File: src/rtl/spi_reg_bridge_if.sv
// Shifter-side and register-bus-side signals of spi_reg_bridge.
// master = the bridge's view; slave = the shifter/register-file side.
interface spi_reg_bridge_if #(
  parameter int DATA_W = 16,
  parameter int ADDR_W = 4
);
  logic [DATA_W-1:0] rx_data;
  logic              rx_done;
  logic              tx_done;
  logic [DATA_W-1:0] tx_data;
  logic              tx_en;
  logic              wr_stb;
  logic [ADDR_W-1:0] wr_addr;
  logic [DATA_W-1:0] wr_data;
  logic              rd_req;
  logic [ADDR_W-1:0] rd_addr;
  logic [DATA_W-1:0] rd_data;

  modport master (
    input  rx_data, rx_done, tx_done, rd_data,
    output tx_data, tx_en, wr_stb, wr_addr, wr_data, rd_req, rd_addr
  );

  modport slave (
    output rx_data, rx_done, tx_done, rd_data,
    input  tx_data, tx_en, wr_stb, wr_addr, wr_data, rd_req, rd_addr
  );
endinterface

File: src/rtl/spi_reg_bridge.sv
// SPI frame decoder: command word + data words -> register writes/reads, read data back to the shifter.
// Optional aborted-read counter built only when SPI_REG_BRIDGE_ERRCNT_EN is defined.
module spi_reg_bridge #(
  parameter int DATA_W = 16,
  parameter int ADDR_W = 4
) (
  input  logic                 clk,
  input  logic                 rst_n,
  input  logic                 spi_cs,
  spi_reg_bridge_if.master     bus,
  output logic                 busy,
  output logic [7:0]           err_cnt
);

  typedef enum logic [2:0] {
    IDLE     = 3'd0,
    WR       = 3'd1,
    RD_REQ   = 3'd2,
    RD_WAIT  = 3'd3,
    RD_SHIFT = 3'd4,
    RD_HOLD  = 3'd5
  } state_e;

  localparam logic [ADDR_W-1:0] PTR_ONE = ADDR_W'(1);

  state_e            state_q, state_d;
  logic [1:0]        cs_sync_q, cs_sync_d;
  logic              settle_q, settle_d;
  logic              armed_q, armed_d;
  logic              rx_vld_q, rx_vld_d;
  logic [ADDR_W-1:0] ptr_q, ptr_d;
  logic              inc_q, inc_d;
  logic [DATA_W-1:0] tx_data_q, tx_data_d;
  logic              tx_en_q, tx_en_d;
  logic              wr_stb_q, wr_stb_d;
  logic [ADDR_W-1:0] wr_addr_q, wr_addr_d;
  logic [DATA_W-1:0] wr_data_q, wr_data_d;
  logic              rd_req_q, rd_req_d;
  logic [ADDR_W-1:0] rd_addr_q, rd_addr_d;
  logic              busy_q, busy_d;
  logic              cs_s;
  logic              word_s;

  assign cs_s = cs_sync_q[1];

  // Synchroniser, word-valid pipeline and frame arming; a frame is only
  // accepted once the raw pin has been seen high after reset.
  always_comb begin
    cs_sync_d = {cs_sync_q[0], spi_cs};
    settle_d  = 1'b1;
    rx_vld_d  = bus.rx_done;
    if (settle_q && cs_sync_q[0]) begin
      armed_d = 1'b1;
    end else begin
      armed_d = armed_q;
    end
    word_s = rx_vld_q & armed_q;
  end

  // Frame state machine: next state and registered-output values.
  always_comb begin
    state_d   = state_q;
    ptr_d     = ptr_q;
    inc_d     = inc_q;
    tx_data_d = tx_data_q;
    tx_en_d   = 1'b0;
    wr_stb_d  = 1'b0;
    wr_addr_d = wr_addr_q;
    wr_data_d = wr_data_q;
    rd_req_d  = 1'b0;
    rd_addr_d = rd_addr_q;
    if (cs_s) begin
      state_d = IDLE;
      ptr_d   = '0;
    end else begin
      case (state_q)
        IDLE: begin
          if (word_s) begin
            ptr_d = bus.rx_data[ADDR_W-1:0];
            inc_d = bus.rx_data[DATA_W-2];
            if (bus.rx_data[DATA_W-1]) begin
              state_d   = RD_REQ;
              rd_req_d  = 1'b1;
              rd_addr_d = bus.rx_data[ADDR_W-1:0];
            end else begin
              state_d = WR;
            end
          end else begin
            state_d = IDLE;
          end
        end
        WR: begin
          if (word_s) begin
            wr_stb_d  = 1'b1;
            wr_addr_d = ptr_q;
            wr_data_d = bus.rx_data;
            if (inc_q) begin
              ptr_d = ptr_q + PTR_ONE;
            end else begin
              ptr_d = ptr_q;
            end
          end else begin
            state_d = WR;
          end
        end
        RD_REQ: begin
          state_d = RD_WAIT;
        end
        RD_WAIT: begin
          tx_data_d = bus.rd_data;
          tx_en_d   = 1'b1;
          state_d   = RD_SHIFT;
        end
        RD_SHIFT: begin
          // tx_done takes priority; any word arriving here is a dummy.
          if (bus.tx_done) begin
            if (inc_q) begin
              ptr_d     = ptr_q + PTR_ONE;
              rd_addr_d = ptr_q + PTR_ONE;
              rd_req_d  = 1'b1;
              state_d   = RD_REQ;
            end else begin
              state_d = RD_HOLD;
            end
          end else begin
            state_d = RD_SHIFT;
          end
        end
        RD_HOLD: begin
          state_d = RD_HOLD;
        end
        default: begin
          state_d = IDLE;
        end
      endcase
    end
    busy_d = (state_d != IDLE);
  end

  // State and output registers.
  always_ff @(posedge clk) begin
    if (!rst_n) begin
      state_q   <= IDLE;
      cs_sync_q <= 2'b11;
      settle_q  <= 1'b0;
      armed_q   <= 1'b0;
      rx_vld_q  <= 1'b0;
      ptr_q     <= '0;
      inc_q     <= 1'b0;
      tx_data_q <= '0;
      tx_en_q   <= 1'b0;
      wr_stb_q  <= 1'b0;
      wr_addr_q <= '0;
      wr_data_q <= '0;
      rd_req_q  <= 1'b0;
      rd_addr_q <= '0;
      busy_q    <= 1'b0;
    end else begin
      state_q   <= state_d;
      cs_sync_q <= cs_sync_d;
      settle_q  <= settle_d;
      armed_q   <= armed_d;
      rx_vld_q  <= rx_vld_d;
      ptr_q     <= ptr_d;
      inc_q     <= inc_d;
      tx_data_q <= tx_data_d;
      tx_en_q   <= tx_en_d;
      wr_stb_q  <= wr_stb_d;
      wr_addr_q <= wr_addr_d;
      wr_data_q <= wr_data_d;
      rd_req_q  <= rd_req_d;
      rd_addr_q <= rd_addr_d;
      busy_q    <= busy_d;
    end
  end

  assign bus.tx_data = tx_data_q;
  assign bus.tx_en   = tx_en_q;
  assign bus.wr_stb  = wr_stb_q;
  assign bus.wr_addr = wr_addr_q;
  assign bus.wr_data = wr_data_q;
  assign bus.rd_req  = rd_req_q;
  assign bus.rd_addr = rd_addr_q;
  assign busy        = busy_q;

`ifdef SPI_REG_BRIDGE_ERRCNT_EN
  logic [7:0] err_cnt_q, err_cnt_d;
  logic       rd_active_s;

  // Saturating count of reads cut off by chip-select before tx_done.
  always_comb begin
    rd_active_s = (state_q == RD_REQ) || (state_q == RD_WAIT) || (state_q == RD_SHIFT);
    if (cs_s && rd_active_s && (err_cnt_q != 8'hFF)) begin
      err_cnt_d = err_cnt_q + 8'd1;
    end else begin
      err_cnt_d = err_cnt_q;
    end
  end

  // Error counter register.
  always_ff @(posedge clk) begin
    if (!rst_n) begin
      err_cnt_q <= 8'd0;
    end else begin
      err_cnt_q <= err_cnt_d;
    end
  end

  assign err_cnt = err_cnt_q;
`else
  assign err_cnt = 8'd0;
`endif

endmodule

File: src/flat_wrapper.sv
// flat-port wrapper written by rule: the top's interface ports become plain ports
module spi_reg_bridge_flat 
#(
  parameter int DATA_W = 16,
  parameter int ADDR_W = 4
)
  (clk, rst_n, spi_cs, busy, err_cnt, bus_rx_data, bus_rx_done, bus_tx_done, bus_rd_data, bus_tx_data, bus_tx_en, bus_wr_stb, bus_wr_addr, bus_wr_data, bus_rd_req, bus_rd_addr);
  spi_reg_bridge_if #(.DATA_W(DATA_W), .ADDR_W(ADDR_W)) bus_i ();
  input  logic clk;
  input  logic rst_n;
  input  logic spi_cs;
  output logic busy;
  output logic [7:0] err_cnt;
  input wire logic [$bits(bus_i.rx_data)-1:0] bus_rx_data;
  input wire logic [$bits(bus_i.rx_done)-1:0] bus_rx_done;
  input wire logic [$bits(bus_i.tx_done)-1:0] bus_tx_done;
  input wire logic [$bits(bus_i.rd_data)-1:0] bus_rd_data;
  output wire logic [$bits(bus_i.tx_data)-1:0] bus_tx_data;
  output wire logic [$bits(bus_i.tx_en)-1:0] bus_tx_en;
  output wire logic [$bits(bus_i.wr_stb)-1:0] bus_wr_stb;
  output wire logic [$bits(bus_i.wr_addr)-1:0] bus_wr_addr;
  output wire logic [$bits(bus_i.wr_data)-1:0] bus_wr_data;
  output wire logic [$bits(bus_i.rd_req)-1:0] bus_rd_req;
  output wire logic [$bits(bus_i.rd_addr)-1:0] bus_rd_addr;
  assign bus_i.rx_data = bus_rx_data;
  assign bus_i.rx_done = bus_rx_done;
  assign bus_i.tx_done = bus_tx_done;
  assign bus_i.rd_data = bus_rd_data;
  assign bus_tx_data = bus_i.tx_data;
  assign bus_tx_en = bus_i.tx_en;
  assign bus_wr_stb = bus_i.wr_stb;
  assign bus_wr_addr = bus_i.wr_addr;
  assign bus_wr_data = bus_i.wr_data;
  assign bus_rd_req = bus_i.rd_req;
  assign bus_rd_addr = bus_i.rd_addr;
  spi_reg_bridge #(.DATA_W(DATA_W), .ADDR_W(ADDR_W)) u_core (.clk(clk), .rst_n(rst_n), .spi_cs(spi_cs), .bus(bus_i), .busy(busy), .err_cnt(err_cnt));
endmodule
File: config.mk
export PLATFORM = sky130hd
export DESIGN_NAME = spi_reg_bridge_flat
export DESIGN_NICKNAME = d
export VERILOG_FILES = /design/src/rtl/spi_reg_bridge_if.sv /design/src/rtl/spi_reg_bridge.sv /design/src/flat_wrapper.sv
export SDC_FILE = /design/constraint.sdc
export NUM_CORES = 1
export LEC_CHECK = 0
export CAP_MARGIN = 20
export CORE_ASPECT_RATIO = 0.6
export CORE_MARGIN = 5
export CORE_UTILIZATION = 35
export CTS_CLUSTER_DIAMETER = 50
export CTS_CLUSTER_SIZE = 25
export DETAILED_ROUTE_END_ITERATION = 10
export DONT_BUFFER_PORTS = 1
export SLEW_MARGIN = 20
export SYNTH_ARGS = -nofsm -noshare
export SYNTH_HDL_FRONTEND = slang
export SYNTH_SLANG_ARGS = --single-unit
File: constraint.sdc
create_clock -name clk -period 2.1 [get_ports clk]
set_input_delay 0.42 -clock clk [delete_from_list [all_inputs] [get_ports clk]]
set_output_delay 0.42 -clock clk [all_outputs]
set_load 0.1 [all_outputs]
Yosys cells after proc, flatten, opt, wreduce, memory -nomap -nowiden

Cells that the tools add are included.

Bitwise gates (word level): 4
Shift-type cells: 0
Reductions and logical operators: 12
Muxes and demuxes: 25
$lt $le $gt $ge: 0
Divide/modulo/power cells: 0
Add/sub/neg operators: 1
Multipliers: 0
Equal/unequal tests: 10

Operators by type and width:

| kind                                                            | number |
|---|---|
| 4-bit 2-to-1 mux                                                | 8 |
| 3-bit case mux with 6 select lines                              | 1 |
| 3-bit 2-to-1 mux                                                | 4 |
| 4-bit case mux with 3 select lines                              | 1 |
| 4-bit case mux with 2 select lines                              | 1 |
| 1-bit 2-to-1 mux                                                | 7 |
| 3-bit by 2-bit == test with 1-bit output, second input constant | 2 |
| 3-bit == test, second input constant                            | 2 |
| 2-bit by 1-bit != test with 1-bit output, second input constant | 3 |
| 3-bit AND reduction                                             | 2 |
| 6-bit AND reduction                                             | 1 |
| 3-bit nonzero test                                              | 2 |
| 4-bit by 1-bit adder with 4-bit output, second input constant   | 1 |
| 2-bit 2-to-1 mux                                                | 2 |
| 2-bit != test, second input constant                            | 2 |
| 4-bit AND reduction                                             | 1 |
| 3-bit by 1-bit == test with 1-bit output, second input constant | 1 |
| 3-bit logical NOT                                               | 1 |
| 1-bit inverter                                                  | 3 |
| 3-bit OR reduction                                              | 1 |
| 1-bit case mux with 2 select lines                              | 1 |
| 2-bit AND reduction                                             | 1 |
| 2-bit nonzero test                                              | 1 |
| 2-bit OR reduction                                              | 1 |
| 2 further kinds                                                 | 2 |

Memories: 0
Latch bits: 0
Bits in writable memories: 0
Register bits after elaboration: 57
Bits in read-only memories: 0
Output and inout bits: 52

Depth between registers and ports, before layout

Gate-level depths: netlist (run 1).

Depth after elaboration: 5
Depth in mapped cells: 7

Worst setup path after synthesis (run 1)

Ideal clock, no wire load.

Kind: flip-flop to flip-flop
Start: reg u_core.state_q[2]
End: reg u_core.wr_addr_q[1] (netlist: u_core.bus.wr_addr[1])
Stages on the path, launching flop included: 7
Arrival: 1.426 ns
Path buffers: 2
Library setup time: 0.124 ns
Required time: 1.976 ns
Setup slack: 0.551 ns
Path through: dfxtp_1 > buf_2 > nand3b_1 > or3_1 > clkbuf_1 > nand2_1 > a21boi_0

Longest elaborated chain between the ends: 2

RTL lines:

| what                                     | RTL line              | RTL |
|---|---|---|
| start, declared                          | spi_reg_bridge.sv:26  | `state_e state_q, state_d;` |
| start signal, assigned                   | spi_reg_bridge.sv:159 | `state_q <= state_d;` |
| 3-bit by 1-bit == test with 1-bit output | spi_reg_bridge.sv:76  | `case (state_q)` |
| 3-bit AND reduction (no source line)     | --                    |  |
| end signal, assigned                     | spi_reg_bridge.sv:169 | `wr_addr_q <= wr_addr_d;` |
| end, declared                            | spi_reg_bridge.sv:36  | `logic [ADDR_W-1:0] wr_addr_q, wr_addr_d;` |

No other way between the ends.
A chain may end at the register's enable or synchronous reset.

Worst setup path in the final report (run 1)

Start: reg u_core.state_q[2]
End: reg u_core.wr_data_q[6] (netlist: u_core.bus.wr_data[6])

Longest elaborated chain between the ends: 2

RTL lines:

| what                                     | RTL line              | RTL |
|---|---|---|
| 3-bit by 1-bit == test with 1-bit output | spi_reg_bridge.sv:76  |  |
| 3-bit AND reduction (no source line)     | --                    |  |
| end signal, assigned                     | spi_reg_bridge.sv:170 | `wr_data_q <= wr_data_d;` |
| end, declared                            | spi_reg_bridge.sv:37  | `logic [DATA_W-1:0] wr_data_q, wr_data_d;` |

No other way between the ends.

==> run_summary.xml, run 1 <==
<?xml version="1.0" encoding="UTF-8"?>
<metrics>
  <group name="routing">
    <metric name="wl_per_cell" unit="µm">14.30</metric>
    <metric name="number_of_optimization_iterations_in_the_first_detailed_route_pass" unit="">4</metric>
    <metric name="routed_via_density" unit="">4.814</metric>
    <metric name="drc_violations_left" unit="">0</metric>
    <metric name="via_count" unit="">1993</metric>
    <metric name="initialDrtViolationCount" unit="">126</metric>
    <metric name="detail_route.wirelength" unit="µm">5920</metric>
    <metric name="antenna_left" unit="">0</metric>
  </group>
  <group name="logic_synthesis">
    <metric name="ys_top_cells_by_area" unit="">sky130_fd_sc_hd__dfxtp_1 (47%), sky130_fd_sc_hd__nand2_1 (12%), sky130_fd_sc_hd__a21boi_0 (10%)</metric>
    <metric name="synth.cell_area" unit="µm²">2417</metric>
    <metric name="synth_seq_area_share" unit="%">47.20</metric>
    <metric name="synthesis.instances" unit="">281</metric>
    <metric name="ys_dominant_reg_cell" unit="">sky130_fd_sc_hd__dfxtp_1</metric>
    <metric name="post_synth.cell_area_avg" unit="µm²">8.603</metric>
    <metric name="unique_masters_post_synth" unit="">47</metric>
    <metric name="synth_adder_area_share" unit="%">0.5176</metric>
    <metric name="ys_async_sr_fraction" unit="%">0</metric>
    <metric name="number_of_enable_type_register_cells_in_the_synthesized_netlist" unit="">0</metric>
    <metric name="synth_simple_gate_area_share" unit="%">21.95</metric>
    <metric name="multiplexer_area_fraction_after_synthesis" unit="%">2.484</metric>
    <metric name="yosys_register_bits" unit="">57</metric>
    <metric name="synth_xor_area_share" unit="%">1.398</metric>
    <metric name="combinational_family_with_the_most_area_after_synthesis" unit="">simple AND/OR/NAND/NOR gates</metric>
    <metric name="yosysWarningCount" unit="">0</metric>
    <metric name="synth_top_cell_area_share" unit="%">47.20</metric>
    <metric name="synth-compound-area-share" unit="%">19.93</metric>
    <metric name="netlist.top_cell.by_area" unit="">sky130_fd_sc_hd__dfxtp_1</metric>
  </group>
  <group name="sta">
    <metric name="finClkSkew" unit="ns">0.003972</metric>
    <metric name="finalCriticalPeriod" unit="ns">1.884</metric>
    <metric name="max_clock_freq" unit="GHz">0.5307</metric>
    <metric name="grt_setup_unrepaired" unit="">no</metric>
    <metric name="timing.final.crit_share" unit="%">89.73</metric>
    <metric name="slew_violations" unit="">0</metric>
    <metric name="tns" unit="ns">0</metric>
    <metric name="finalSetupViolCount" unit="">0</metric>
    <metric name="worst_slew_pin_slew" unit="ns">0.7078</metric>
    <metric name="final_hold_viol_count" unit="">0</metric>
    <metric name="relSlewSlack" unit="%">52.81</metric>
  </group>
  <group name="setup_path">
    <metric name="cp_top_family" unit="">simple AND/OR/NAND/NOR gates</metric>
    <metric name="crit_arrival" unit="ns">2.12</metric>
    <metric name="worstSetupStartpointType" unit="">flip-flop</metric>
    <metric name="worst-endpoint-required" unit="ns">2.34</metric>
    <metric name="cp_slowest_stage_delay" unit="ns">0.61</metric>
    <metric name="critPathSlowestCell" unit="">sky130_fd_sc_hd__dfxtp_1</metric>
    <metric name="critical_path_class" unit="">reg2reg</metric>
    <metric name="cp_max_fo" unit="">20</metric>
    <metric name="endpoint_kind" unit="">flip-flop</metric>
    <metric name="timing.critical_path.from" unit="">u_core.state_q[2]</metric>
    <metric name="cp.buffers_inverters" unit="">0</metric>
    <metric name="cell_by_cell_trace_of_the_critical_path" unit="">nand3b_1, or3_1, nand2_1, a21boi_0</metric>
    <metric name="rr_startpoint" unit="">u_core.state_q[2]</metric>
  </group>
  <group name="clock_network">
    <metric name="hold_buffers" unit="">0</metric>
    <metric name="cts_max_path_buffers" unit="">2</metric>
    <metric name="post-cts-setup-buffer-count" unit="">0</metric>
    <metric name="clk_pin_slew" unit="ns">0.05</metric>
    <metric name="cts-buffers-inserted" unit="">9</metric>
    <metric name="clk_latency" unit="ns">0.32</metric>
    <metric name="cts.htree.levels" unit="">3</metric>
    <metric name="clock_sink_count" unit="">57</metric>
    <metric name="clk_root_buffer_cell" unit="">sky130_fd_sc_hd__clkbuf_16</metric>
    <metric name="cts_resized" unit="">0</metric>
    <metric name="cts_tree" unit="">yes</metric>
  </group>
  <group name="global_route">
    <metric name="globalRouteTotalUtil" unit="%">14.19</metric>
    <metric name="first_pass_grt_wire_length" unit="µm">9190</metric>
    <metric name="antenna_violations_before_repair" unit="">0</metric>
    <metric name="via_count_of_the_first_global_routing_pass" unit="">1857</metric>
    <metric name="grt_max_degree" unit="">53</metric>
    <metric name="overflow" unit="">0</metric>
  </group>
  <group name="place">
    <metric name="place_hpwl" unit="µm">4366</metric>
    <metric name="port_buffers" unit="">0</metric>
    <metric name="place_congestion" unit="">0.8487</metric>
  </group>
  <group name="floorplanning">
    <metric name="fp.coreArea" unit="µm²">6705</metric>
    <metric name="fp.dieH" unit="µm">74.38</metric>
    <metric name="number_of_top_level_pins" unit="">89</metric>
    <metric name="start_util" unit="%">36.05</metric>
    <metric name="dieArea" unit="µm²">8723</metric>
    <metric name="die_width" unit="µm">117.3</metric>
    <metric name="floorplan.rows" unit="">23</metric>
  </group>
  <group name="power_and_ir_drop">
    <metric name="total_leakage_power" unit="nW">1.206</metric>
    <metric name="report.power.total" unit="mW">2.517</metric>
    <metric name="power.ir.vdd_worst" unit="V">0.0004874</metric>
    <metric name="powerDensity" unit="nW/µm²">823.1</metric>
  </group>
  <group name="hold_path">
    <metric name="timing.hold.worst.start" unit="">rst_n</metric>
    <metric name="hold_path.class" unit="">in2reg</metric>
  </group>
  <group name="final_layout">
    <metric name="drive_gt1_share" unit="%">20.80</metric>
    <metric name="area.growth.synth_to_final" unit="%">26.50</metric>
    <metric name="num-nets-final" unit="">360</metric>
    <metric name="diodes" unit="">0</metric>
  </group>
  <group name="status">
    <metric name="result_of_the_run" unit="">completed</metric>
  </group>
  <group name="run">
    <metric name="timing.max_cap.violations" unit="">0</metric>
  </group>
</metrics>
metrics by stage:
step                instances  hold WS, ns  setup slack, ns  cell area, µm²  utilization [%]
global placement          398       0.4361           0.2467            2783            41.50
floorplan                 288       0.4112           0.5507            2444                -
detailed placement        398       0.4325           0.2123            2783            41.50
finish                    414       0.1546           0.2156            3058            45.61
global route              414       0.1030         0.007417            3058            45.61
CTS                       414       0.1144           0.2027            3058            45.61
synthesized netlist by cell type, types with 2 or more instances:
cell                        n
sky130_fd_sc_hd__nor2b_1    4
sky130_fd_sc_hd__nand2b_1   5
sky130_fd_sc_hd__a21boi_0  33
sky130_fd_sc_hd__o21ai_0    9
sky130_fd_sc_hd__nand3_1    4
sky130_fd_sc_hd__inv_1      3
sky130_fd_sc_hd__buf_2      6
sky130_fd_sc_hd__clkbuf_1  11
sky130_fd_sc_hd__mux2i_1    6
sky130_fd_sc_hd__nand2_1   79
sky130_fd_sc_hd__nor2_1     5
sky130_fd_sc_hd__a21boi_1   3
sky130_fd_sc_hd__buf_4      8
sky130_fd_sc_hd__o21a_1     3
sky130_fd_sc_hd__nand3b_1   2
sky130_fd_sc_hd__dfxtp_1   57
sky130_fd_sc_hd__xnor2_1    2
sky130_fd_sc_hd__a21oi_1    9
sky130_fd_sc_hd__and2_1     3
sky130_fd_sc_hd__and3b_1    2
area by class of cell:
cell class	count	area, µm²
fillers	665	3647
clock buffers	13	260.3
clock inverters	3	15.01
repair buffers	49	367.9
multi-input cells	202	1154
flip-flops and latches	57	1141
well taps	87	108.9
inverters	3	11.26
flip-flops by register name (all words and copies together), names as in the netlist:
register / flops
u_core.armed_q: 1
u_core.bus.rd_addr: 4
u_core.bus.rd_req: 1
u_core.bus.tx_data: 16
u_core.bus.tx_en: 1
u_core.bus.wr_addr: 4
u_core.bus.wr_data: 16
u_core.bus.wr_stb: 1
u_core.busy: 1
u_core.cs_sync_q: 2
u_core.inc_q: 1
u_core.ptr_q: 4
u_core.rx_vld_q: 1
u_core.settle_q: 1
u_core.state_q: 3
cell usage in the layout, fill, tap and decap left out, types with 6 or more instances in the layout:
| master | Yosys | layout |
|---|---|---|
| sky130_fd_sc_hd__nand2_1 | 79 | 79 |
| sky130_fd_sc_hd__a21boi_0 | 33 | 33 |
| sky130_fd_sc_hd__clkbuf_16 | 0 | 9 |
| sky130_fd_sc_hd__a21oi_1 | 9 | 9 |
| sky130_fd_sc_hd__conb_1 | 1 | 8 |
| sky130_fd_sc_hd__o21ai_0 | 9 | 9 |
| sky130_fd_sc_hd__dfxtp_1 | 57 | 57 |
| sky130_fd_sc_hd__mux2i_1 | 6 | 6 |
| sky130_fd_sc_hd__buf_4 | 8 | 49 |
metal layers:
metal  track usage (%)  vias to the layer above  wire (µm)
met5                 0                        -          0
met4             3.817                        0         20
met3             9.837                        2        802
met2             19.24                       78       2422
met1             18.15                      906       2675
li1                  -                     1007          -
cell families after synthesis:
kind of cell,after synthesis
DFF,57
muxes,6
other,1
AOI/OAI and AO/OA,69
and+or+nand+nor,115
xor gates and xnor gates,3
adders and majority gates,1
buffers and inverters,29
path summary, 6_finish.rpt:
check | depth (start not counted) | endpoint | slack (ns)
worst max-delay path | 4 | u_core.bus.wr_data[6] | 0.22
worst min-delay path | 0 | u_core.settle_q | 0.15
worst min register to register | 1 | u_core.cs_sync_q[1] | 0.44
worst max register to register | 4 | u_core.bus.wr_data[6] | 0.22
report_power, final:
part / switching (mW) / leakage (nW) / internal, mW
logic: 0.0781 / 0.606 / 0.0212
registers: 0.00417 / 0.460 / 1.09
clock network: 0.469 / 0.139 / 0.854
total: 0.552 / 1.21 / 1.97
Note: power is estimated with default switching activity, not from simulation.
==> run 2: changes to the inputs <==
==> constraint.sdc (replaced) <==
create_clock -name clk -period 2.23 [get_ports clk]
set_input_delay 0.446 -clock clk [delete_from_list [all_inputs] [get_ports clk]]
set_output_delay 0.446 -clock clk [all_outputs]
set_load 0.1 [all_outputs]
==> run 2 against run 1 <==
Net effect: critical path type unchanged; final area increased by 0.86%; clock-buffer cell count grew 1; wire length grew 1.9%; largest power group unchanged; hold slack better by 0.036 ns; fmax up 0.73%; largest cell class unchanged; via count decreased by 0.55%; critical path depth stayed put; register-to-register slack better by 0.14 ns.
==> run_summary.xml, run 2 (same netlist as run 1, synthesis figures left out) <==
<?xml version="1.0" encoding="UTF-8"?>
<metrics>
  <group name="routing">
    <metric name="wl_per_cell" unit="µm">14.61</metric>
    <metric name="routed_via_density" unit="">4.799</metric>
    <metric name="initialDrtViolationCount" unit="">78</metric>
    <metric name="detail_route.wirelength" unit="µm">6035</metric>
    <metric name="via_count" unit="">1982</metric>
    <metric name="drc_violations_left" unit="">0</metric>
    <metric name="number_of_optimization_iterations_in_the_first_detailed_route_pass" unit="">4</metric>
    <metric name="antenna_left" unit="">0</metric>
  </group>
  <group name="sta">
    <metric name="tns" unit="ns">0</metric>
    <metric name="post-route-worst-setup-slack" unit="ns">0.3593</metric>
    <metric name="finClkSkew" unit="ns">0.006295</metric>
    <metric name="slew_violations" unit="">0</metric>
    <metric name="grt_setup_unrepaired" unit="">no</metric>
    <metric name="timing.final.crit_share" unit="%">83.89</metric>
    <metric name="finalSetupViolCount" unit="">0</metric>
    <metric name="relSlewSlack" unit="%">54.73</metric>
    <metric name="final_hold_viol_count" unit="">0</metric>
    <metric name="worst_slew_pin_slew" unit="ns">0.6790</metric>
    <metric name="max_clock_freq" unit="GHz">0.5346</metric>
    <metric name="finalCriticalPeriod" unit="ns">1.871</metric>
  </group>
  <group name="global_route">
    <metric name="overflow" unit="">0</metric>
    <metric name="globalRouteTotalUtil" unit="%">14.42</metric>
    <metric name="first_pass_grt_wire_length" unit="µm">9473</metric>
    <metric name="grt_max_degree" unit="">53</metric>
    <metric name="via_count_of_the_first_global_routing_pass" unit="">1939</metric>
    <metric name="antenna_violations_before_repair" unit="">0</metric>
  </group>
  <group name="setup_path">
    <metric name="rr_startpoint" unit="">u_core.state_q[0]</metric>
    <metric name="cp_max_fo" unit="">20</metric>
    <metric name="critPathSlowestCell" unit="">sky130_fd_sc_hd__or3_1</metric>
    <metric name="worstSetupStartpointType" unit="">flip-flop</metric>
    <metric name="endpoint_kind" unit="">flip-flop</metric>
    <metric name="cp_slowest_stage_delay" unit="ns">0.62</metric>
    <metric name="worst-r2r-cell-count" unit="">4</metric>
    <metric name="critical_path_class" unit="">reg2reg</metric>
    <metric name="crit_arrival" unit="ns">2.08</metric>
    <metric name="timing.critical_path.from" unit="">u_core.state_q[0]</metric>
    <metric name="worst-endpoint-required" unit="ns">2.44</metric>
    <metric name="cell_by_cell_trace_of_the_critical_path" unit="">or2b_1, or3_1, nand2_1, a21boi_0</metric>
  </group>
  <group name="floorplanning">
    <metric name="fp.coreArea" unit="µm²">6705</metric>
    <metric name="die_width" unit="µm">117.3</metric>
    <metric name="start_util" unit="%">36.05</metric>
    <metric name="floorplan.rows" unit="">23</metric>
    <metric name="number_of_top_level_pins" unit="">89</metric>
    <metric name="dieArea" unit="µm²">8723</metric>
    <metric name="fp.dieH" unit="µm">74.38</metric>
  </group>
  <group name="clock_network">
    <metric name="clk_latency" unit="ns">0.32</metric>
    <metric name="cts.htree.levels" unit="">3</metric>
    <metric name="post-cts-setup-buffer-count" unit="">0</metric>
    <metric name="clock_sink_count" unit="">57</metric>
    <metric name="clk_root_buffer_cell" unit="">sky130_fd_sc_hd__clkbuf_16</metric>
    <metric name="clk_pin_slew" unit="ns">0.05</metric>
    <metric name="cts_resized" unit="">0</metric>
    <metric name="hold_buffers" unit="">0</metric>
    <metric name="cts_max_path_buffers" unit="">2</metric>
    <metric name="cts_tree" unit="">yes</metric>
    <metric name="cts-buffers-inserted" unit="">9</metric>
  </group>
  <group name="power_and_ir_drop">
    <metric name="seqPwrFrac" unit="%">40.9</metric>
    <metric name="swShare" unit="%">20.64</metric>
    <metric name="power.share.combinational" unit="%">3.7</metric>
    <metric name="total_leakage_power" unit="nW">1.214</metric>
    <metric name="internal_power" unit="mW">1.999</metric>
    <metric name="report.power.total" unit="mW">2.519</metric>
    <metric name="power.share.clock" unit="%">55.4</metric>
    <metric name="powerDensity" unit="nW/µm²">816.7</metric>
    <metric name="net-switching-power" unit="mW">0.5199</metric>
    <metric name="power.ir.vdd_worst" unit="V">0.0004571</metric>
  </group>
  <group name="place">
    <metric name="place_hpwl" unit="µm">4420</metric>
    <metric name="detailedPlace.worstSlack" unit="ns">0.3584</metric>
    <metric name="placement.cell_area" unit="µm²">2775</metric>
    <metric name="place_congestion" unit="">0.8405</metric>
    <metric name="port_buffers" unit="">0</metric>
  </group>
  <group name="final_layout">
    <metric name="layout_commonest_cell" unit="">sky130_fd_sc_hd__nand2_1</metric>
    <metric name="area.growth.synth_to_final" unit="%">27.59</metric>
    <metric name="diodes" unit="">0</metric>
    <metric name="drive_gt1_share" unit="%">20.55</metric>
    <metric name="layout.cell_area.non_filler" unit="µm²">3084</metric>
    <metric name="final_cell_mix" unit="">sky130_fd_sc_hd__nand2_1 (79), sky130_fd_sc_hd__dfxtp_1 (57), sky130_fd_sc_hd__buf_4 (48), sky130_fd_sc_hd__a21boi_0 (33)</metric>
    <metric name="num-nets-final" unit="">359</metric>
  </group>
  <group name="hold_path">
    <metric name="hold_path.class" unit="">in2reg</metric>
    <metric name="hold-path-cell-count" unit="">0</metric>
    <metric name="timing.hold.worst.start" unit="">rst_n</metric>
  </group>
  <group name="run">
    <metric name="timing.max_cap.violations" unit="">0</metric>
  </group>
  <group name="status">
    <metric name="result_of_the_run" unit="">completed</metric>
  </group>
</metrics>
==> run 2: metrics by stage <==
stage                     hold WS, ns  utilization [%]  cells
after global placement         0.4336            41.39    397
after detailed placement       0.4319            41.39    397
after global routing           0.1593            46.00    413
final                          0.1902            46.00    413
after floorplan                0.4112                -    288
after CTS                      0.1347            46.00    413
==> run 2: area by class of cell <==
| class | instances | area [µm²] |
|---|---|---|
| clock buffers | 14 | 274.0 |
| clock inverters | 2 | 35.03 |
| fillers | 665 | 3621 |
| inverters | 3 | 11.26 |
| multi-input cells | 202 | 1154 |
| flip-flops and latches | 57 | 1141 |
| well taps | 87 | 108.9 |
| repair buffers | 48 | 360.3 |
==> run 2: routing by layer <==
layer	vias up	GRT usage, %	routed length [µm]
met3	11	8.618	662
met1	913	18.62	2836
met2	54	19.92	2449
met5	-	0	0
li1	1004	-	-
met4	0	4.835	85
==> run 2: power by group through the flow <==
stage               clock network [mW]  registers, mW  logic [mW]
finish                            1.39           1.03      0.0932
global route                      1.48           1.03      0.0977
CTS                               1.43           1.03      0.0935
detailed placement                   0           1.05      0.0929
global placement                     0           1.05      0.0923
floorplan                            0           1.05       0.105
==> run 2: path summary, 6_finish.rpt <==
check | endpoint | slack, ns
setup / recovery | u_core.bus.wr_data[9] | 0.36
hold reg to reg | u_core.cs_sync_q[1] | 0.45
hold / removal | u_core.settle_q | 0.19
setup reg to reg | u_core.bus.wr_data[9] | 0.36
==> run 2: critical path, delay by kind of cell, from the launching register on <==
kind	cells	cell delay [ns]
AO/OA/AOI/OAI	1	0.09
flip-flops	1	0.55
AND/OR/NAND/NOR	3	1.10
